## config.mk

```make
export PLATFORM = sky130hd
export DESIGN_NAME = pll_clkgen_mc
export DESIGN_NICKNAME = d
export VERILOG_FILES = /design/src/rtl/pll_clkgen_pkg.sv /design/src/rtl/pll_clkgen_chan.sv /design/src/rtl/pll_clkgen_mc.sv
export SDC_FILE = /design/constraint.sdc
export NUM_CORES = 1
export LEC_CHECK = 0
export BUFFER_PORTS_ARGS = -buffer_cell sky130_fd_sc_hd__buf_2
export CAP_MARGIN = 20
export CORE_MARGIN = 1
export CORE_UTILIZATION = 45
export CTS_BUF_LIST = sky130_fd_sc_hd__clkbuf_8 sky130_fd_sc_hd__clkbuf_16
export DETAILED_ROUTE_END_ITERATION = 12
export GPL_TIMING_DRIVEN = 0
export PLACE_DENSITY = 0.73
export SLEW_MARGIN = 30
export SYNTH_ARGS = -nofsm -noshare
export SYNTH_HDL_FRONTEND = slang
export SYNTH_SLANG_ARGS = --single-unit
```

## constraint.sdc

```tcl
create_clock -name clkin -period 3.2 [get_ports clkin]
set_input_delay 0.16 -clock clkin [delete_from_list [all_inputs] [get_ports clkin]]
set_output_delay 0.16 -clock clkin [all_outputs]
set_load 0.05 [all_outputs]
```

## src/rtl/pll_clkgen_pkg.sv

```systemverilog
// pll_clkgen_pkg: shared FSM type, loss-counter width and write-time clamp rules
package pll_clkgen_pkg;
    typedef enum logic [1:0] {WAIT_LOCK, SETTLE, RUN} state_t;
    localparam int LOST_W = 8;
    function automatic logic [31:0] clamp_high(input logic [31:0] n, input logic [31:0] h);
        return (h >= n) ? ((n == 32'd0) ? 32'd0 : n - 32'd1) : h;
    endfunction
    function automatic logic [31:0] clamp_phase(input logic [31:0] n, input logic [31:0] p);
        return (p >= n) ? 32'd0 : p;
    endfunction
endpackage

```

## src/rtl/pll_clkgen_chan.sv

```systemverilog
// pll_clkgen_chan: one divided-clock channel with shadowed, glitch-free reconfiguration
module pll_clkgen_chan
    import pll_clkgen_pkg::*;
#(
    parameter int CNT_W   = 16,
    parameter int DEF_DIV = 10
) (
    input  logic             clkin,
    input  logic             resetn,
    input  logic             run,
    input  logic             active,
    input  logic             wr,
    input  logic [CNT_W-1:0] div,
    input  logic [CNT_W-1:0] high,
    input  logic [CNT_W-1:0] phase,
    output logic             pending,
    output logic             ch_out,
    output logic             ch_ce
);
    logic [CNT_W-1:0] n, h, p, sn, sh, sp, cnt, cnt_nxt;
    logic en, wrap, apply;
    // Live updates wait for the period boundary; otherwise the shadow lands at once
    always_comb begin
        en      = n >= CNT_W'(2);
        wrap    = cnt == n - CNT_W'(1);
        apply   = pending && ((run && en) ? (active && wrap) : 1'b1);
        cnt_nxt = apply ? ((run && en) ? '0 : (sn >= CNT_W'(2)) ? sp : '0)
                : (run && !active) ? (en ? p : '0)
                : (active && en) ? (wrap ? '0 : cnt + CNT_W'(1))
                : cnt;
    end
    // Shadow capture, configuration apply, counter and registered outputs
    always_ff @(posedge clkin) begin
        if (!resetn) begin
            n       <= CNT_W'(DEF_DIV);
            h       <= CNT_W'(DEF_DIV / 2);
            p       <= '0;
            sn      <= '0;
            sh      <= '0;
            sp      <= '0;
            pending <= 1'b0;
            cnt     <= '0;
            ch_out  <= 1'b0;
            ch_ce   <= 1'b0;
        end else begin
            if (wr) begin
                sn <= div;
                sh <= CNT_W'(clamp_high(32'(div), 32'(high)));
                sp <= CNT_W'(clamp_phase(32'(div), 32'(phase)));
            end
            if (apply) begin
                n <= sn;
                h <= sh;
                p <= sp;
            end
            pending <= wr || (pending && !apply);
            cnt     <= cnt_nxt;
            ch_ce   <= active && en && cnt == '0;
            ch_out  <= active && en && cnt < h;
        end
    end
endmodule

```

## src/rtl/pll_clkgen_mc.sv

```systemverilog
// pll_clkgen_mc: lock-supervised multi-channel divided clock / enable generator
module pll_clkgen_mc
    import pll_clkgen_pkg::*;
#(
    parameter int NUM_CH     = 4,
    parameter int CNT_W      = 16,
    parameter int SETTLE_CYC = 1024,
    parameter int DEF_DIV    = 10,
    parameter int CH_W       = (NUM_CH > 1) ? $clog2(NUM_CH) : 1
) (
    input  logic              clkin,
    input  logic              resetn,
    input  logic              pll_lock,
    input  logic              cfg_valid,
    output logic              cfg_ready,
    input  logic [CH_W-1:0]   cfg_ch,
    input  logic [CNT_W-1:0]  cfg_div,
    input  logic [CNT_W-1:0]  cfg_high,
    input  logic [CNT_W-1:0]  cfg_phase,
    output logic [NUM_CH-1:0] ch_out,
    output logic [NUM_CH-1:0] ch_ce,
    output logic              rst_out_n,
    output logic              locked,
    output logic [LOST_W-1:0] lock_lost_cnt
);
    localparam int SW = $clog2(SETTLE_CYC) + 1;
    state_t state, state_nxt;
    logic sync1, lock_s, settle_done, lost_inc, run, active;
    logic [SW-1:0] settle_cnt;
    logic [NUM_CH-1:0] pending, wr;
    assign run       = state == RUN;
    assign active    = run && locked;
    assign cfg_ready = ~|pending;
    assign rst_out_n = locked;
    // Next state: any loss of lock returns to WAIT_LOCK, otherwise advance when settled
    always_comb begin
        settle_done = settle_cnt == SW'(SETTLE_CYC - 1);
        lost_inc    = run && !lock_s;
        state_nxt   = !lock_s ? WAIT_LOCK
                    : state == WAIT_LOCK ? SETTLE
                    : (state == SETTLE && !settle_done) ? SETTLE
                    : RUN;
    end
    // Lock synchroniser, state register, settle timer, lock status and loss counter
    always_ff @(posedge clkin) begin
        if (!resetn) begin
            sync1         <= 1'b0;
            lock_s        <= 1'b0;
            state         <= WAIT_LOCK;
            settle_cnt    <= '0;
            locked        <= 1'b0;
            lock_lost_cnt <= '0;
        end else begin
            sync1      <= pll_lock;
            lock_s     <= sync1;
            state      <= state_nxt;
            settle_cnt <= (state == SETTLE && lock_s) ? settle_cnt + SW'(1) : '0;
            locked     <= run;
            if (lost_inc && lock_lost_cnt != '1) lock_lost_cnt <= lock_lost_cnt + LOST_W'(1);
        end
    end
    for (genvar g = 0; g < NUM_CH; g++) begin : g_ch
        assign wr[g] = cfg_valid && cfg_ready && cfg_ch == CH_W'(g);
        pll_clkgen_chan #(.CNT_W(CNT_W), .DEF_DIV(DEF_DIV)) u_chan (
            .clkin   (clkin),
            .resetn  (resetn),
            .run     (run),
            .active  (active),
            .wr      (wr[g]),
            .div     (cfg_div),
            .high    (cfg_high),
            .phase   (cfg_phase),
            .pending (pending[g]),
            .ch_out  (ch_out[g]),
            .ch_ce   (ch_ce[g])
        );
    end
endmodule

```

==> summary.md <==
| Metric | Value |
|---|---|
| Clk pin slew, worst setup/hold paths | `0.07 ns` |
| Gr ovfl total | `0` |
| ANT nets after route | `0` |
| Worst path slowest cell | `or4_4` |
| Total power | `0.0137 W` |
| Final worst clock skew | `0.0298 ns` |
| Switching Power | `0.00359 W` |
| GRT Total Usage | `29.1%` |
| Fraction of layout cells with a size suffix above 1 | `11.0%` |
| Initial DRC count | `2682` |
| Flop pwr share | `46.1%` |
| Synthesized area | `24500 um^2` |
| Status | `finished, violations left` |
| DR WL met2 | `35900 um` |
| Power per cell area | `477 nW/um^2` |
| Avg WL per Cell | `22.5 um` |
| Final WL | `85000 um` |
| Synth Instances | `2882` |
| First-pass GRT wire length | `125000 um` |
| Worst Reg2Reg Path Length in Cells | `11` |
| Startpoint Class | `flop` |
| Commonest non-fill, non-tap cells in the layout | `dfxtp_1 (476), nor2_1 (340), nand2_1 (284), a21oi_1 (208), mux2i_1 (202)` |
| Worst-path cell chain | `clkbuf_1 -> xnor3_1 -> o41ai_2 -> a2111oi_4 -> nand4_1 -> or4_4 -> a21bo_4 -> buf_12 -> buf_12 -> a22oi_2 -> a211oi_2` |
| Metal3 WL | `9530 um` |
| Count of different cell masters after synthesis | `79` |
| Leakage power | `11.9 nW` |
| Post-place instance area | `25700 um^2` |
| Final worst-path cycle share | `105%` |
| Clock tree buffer depth | `3` |
| Clock Power Share | `44.5%` |
| CP startpoint | `g_ch[0].u_chan.cnt[2]$_SDFFE_PN0P_` |
| Final worst path period need | `3.37 ns` |
| Rows | `85` |
| Reg2reg start | `g_ch[0].u_chan.cnt[2]$_SDFFE_PN0P_` |
| Synth Flop Type | `dfxtp_1` |
| Clock sink count | `484` |
| Post-Layout Cell Count | `3777` |
| H-tree levels | `2` |
| PnR worst setup slack | `-0.169 ns` |
| Number of global-route vias before repair | `21200` |
| Sw Share | `26.3%` |
| DIE WIDTH | `235 um` |
| Initial antenna violation count | `5` |
| Area added between synthesis and finish | `16.9%` |
| Avg Inst Size Synth | `8.49 um^2` |
| Comb pwr share | `9.4%` |
| Async SR Flop Fraction | `0%` |
| Die span in y | `235 um` |
| Violated checks | `setup timing` |
| Pin count of the biggest net entering global routing | `14` |
| CP dominant cell by count | `buf_12` |
| IO Count | `73` |
| Setup crit end | `g_ch[0].u_chan.cnt[0]$_SDFFE_PN0P_` |
| GPL Wtd Cong | `0.984` |
| Port Buf Inserts | `61` |
| Worst Max-Slew Pin Slew | `1.14 ns` |
| Maximum vdd drop | `0.000406 V` |
| Most common cell after layout, fill and taps aside | `dfxtp_1` |
| Slowest stage delay, CP | `0.57 ns` |
| Sequential area share after synthesis | `39.6%` |
| Max Fclk | `297 MHz` |
| Setup CP Type | `reg2reg` |
| R2R Setup Slk | `-0.17 ns` |
| CP endpoint kind | `flop` |
| Ys Warns | `0` |
| Internal power | `0.0101 W` |
| Filler Cells Inserted | `4967` |
| Residual DRC count | `0` |
| Max_slew headroom | `23.9%` |
| Max-Cap Viols | `0` |
| Skew-Pair Late Insertion Delay | `0.64 ns` |
| Initial core utilization | `45.5%` |
| Vias | `23100` |
| HP Class | `in2reg` |
| WP data arrival | `3.83 ns` |
| Syn nets | `3047` |
| Final nets | `3204` |
| Max layer used | `met5` |
| Final hold violations | `0` |
| Setup violations, final | `62` |
| FF-to-FF End | `g_ch[0].u_chan.cnt[0]$_SDFFE_PN0P_` |
| Worst Path Max Fanout | `8` |
| Unrepaired setup endpoints after global routing | `true` |
| EDFF count, synth | `0` |
| Total CTS buffers | `50` |
| Metal-1 WL | `34400 um` |
| Final Hold Slack | `0.0297 ns` |
| Slew Viols, Final | `0` |
| Hpwl dp | `58300 um` |
| CTS tree | `built` |
| CP Data Required Time | `3.66 ns` |
| Dpl cells | `3640` |
| Die Footprint | `55300 um^2` |
| Clock root cell | `clkbuf_16` |
| Drt first pass iters | `6` |
| Core ar. | `53800 um^2` |
| Synthesis-stage register bit count | `484` |
| DR vias/cell | `6.11` |
| Post-layout instance area | `28600 um^2` |
[power by group through the flow]
stage	clock network [W]	logic, W	registers (W)
detailed placement	0	0.00113	0.00642
finish	0.00608	0.00128	0.00630
CTS	0.00612	0.00118	0.00629
floorplan	0	0.000720	0.00636
global route	0.00636	0.00135	0.00630
global placement	0	0.00112	0.00642
[cell type report]
class / count / area (um^2) / area share [%]
Antenna cell: 1 / 2.50 / 0.00874
Buffer: 198 / 1010 / 3.55
Clock buffer: 59 / 1390 / 4.84
Clock inverter: 34 / 313 / 1.09
Inverter: 112 / 423 / 1.48
Multi-Input combinational cell: 2079 / 14000 / 49.0
Sequential cell: 484 / 9700 / 33.9
Tap cell: 696 / 871 / 3.04
Timing Repair Buffer: 114 / 881 / 3.08
[per-layer routing]
layer	vias to the layer above	track usage [%]
met5	-	0
met4	8	15.7
met3	304	6.93
met2	1282	43.6
met1	10900	38.7
li1	10600	-
[critical path, delay by kind of cell (launching register included)]
family,cells,cell delay [ns]
XOR/XNOR,1,0.39
buffers and inverters,3,0.66
AO/OA/AOI/OAI,5,1.03
AND/OR/NAND/NOR,2,0.80
flip-flops,1,0.36
[what timing repair did]
action,CTS,global route
pin swaps,11,19
hold endpoints to repair,25,0
buffers inserted,12,18
hold buffers,14,0
endpoints found under the setup margin,309,288
gates cloned,1,7
gates resized for setup,81,94
[cells by family (layout without fill, tap and decap cells)]
family	after synthesis	after routing	synth area share, %
xor+xnor	138	138	4.99
compound gates	656	656	17.6
mux	212	212	8.67
fa+ha+maj	111	111	5.67
flops	484	484	39.6
other cells	0	1	0
buf+inv	319	517	5.46
simple gates	962	962	18.0
[worst min-delay path by stage]
stage | slack [ns] | cells after the start | endpoint | start
finish | 0.03 | 4 | g_ch[0].u_chan.sn[10]$_SDFFE_PN0P_ | cfg_div[10]
global route | 0.04 | 4 | g_ch[0].u_chan.sn[10]$_SDFFE_PN0P_ | cfg_div[10]
CTS | 0.01 | 3 | g_ch[1].u_chan.sh[14]$_SDFFE_PN0P_ | cfg_high[14]
detailed placement | 0.41 | 2 | sync1$_SDFF_PN0_ | pll_lock
global placement | 0.41 | 2 | sync1$_SDFF_PN0_ | pll_lock
floorplan | 0.29 | 1 | sync1$_SDFF_PN0_ | pll_lock
[state kept, by name, summed over array words and instances (netlist names)]
signal               flops
state                    2
locked                   1
g_ch.u_chan.ch_out       4
g_ch.u_chan.sh          64
g_ch.u_chan.sn          64
g_ch.u_chan.h           64
lock_lost_cnt            8
g_ch.u_chan.ch_ce        4
settle_cnt              11
lock_s                   1
sync1                    1
g_ch.u_chan.p           64
g_ch.u_chan.cnt         64
g_ch.u_chan.pending      4
g_ch.u_chan.sp          64
g_ch.u_chan.n           64
[cells in the mapped netlist (18+ instances only)]
cell type  instances  share of area, %
a21o_1            28              0.86
a32o_1            64               2.6
a211oi_1          22              0.67
dfxtp_1          484                40
xnor2_1           86               3.1
and3_1            31              0.79
inv_1            111               1.7
nor2_1           344               5.3
mux2i_1          212               8.7
ha_1             111               5.7
nor3_1            56               1.1
o21ai_0          145               3.0
nand3_1           61               1.2
xor2_1            51               1.8
or3_1             18              0.46
nand4_1           33              0.84
nand2_1          285               4.4
a22oi_1           27              0.83
nor4_1            53               1.4
clkbuf_1         168               2.6
a21oi_1          217               4.4
[per-stage QoR]
stage	TNS, ns	worst slack (ns)	util [%]
floorplan	0	0.00586	-
global placement	-173.07	-1.19	47.7
detailed placement	-154.46	-1.25	47.8
CTS	-0.974	-0.111	52.0
global route	-11.13	-0.240	53.2
finish	-6.16	-0.169	53.2
(Power assumes the default switching activity.)
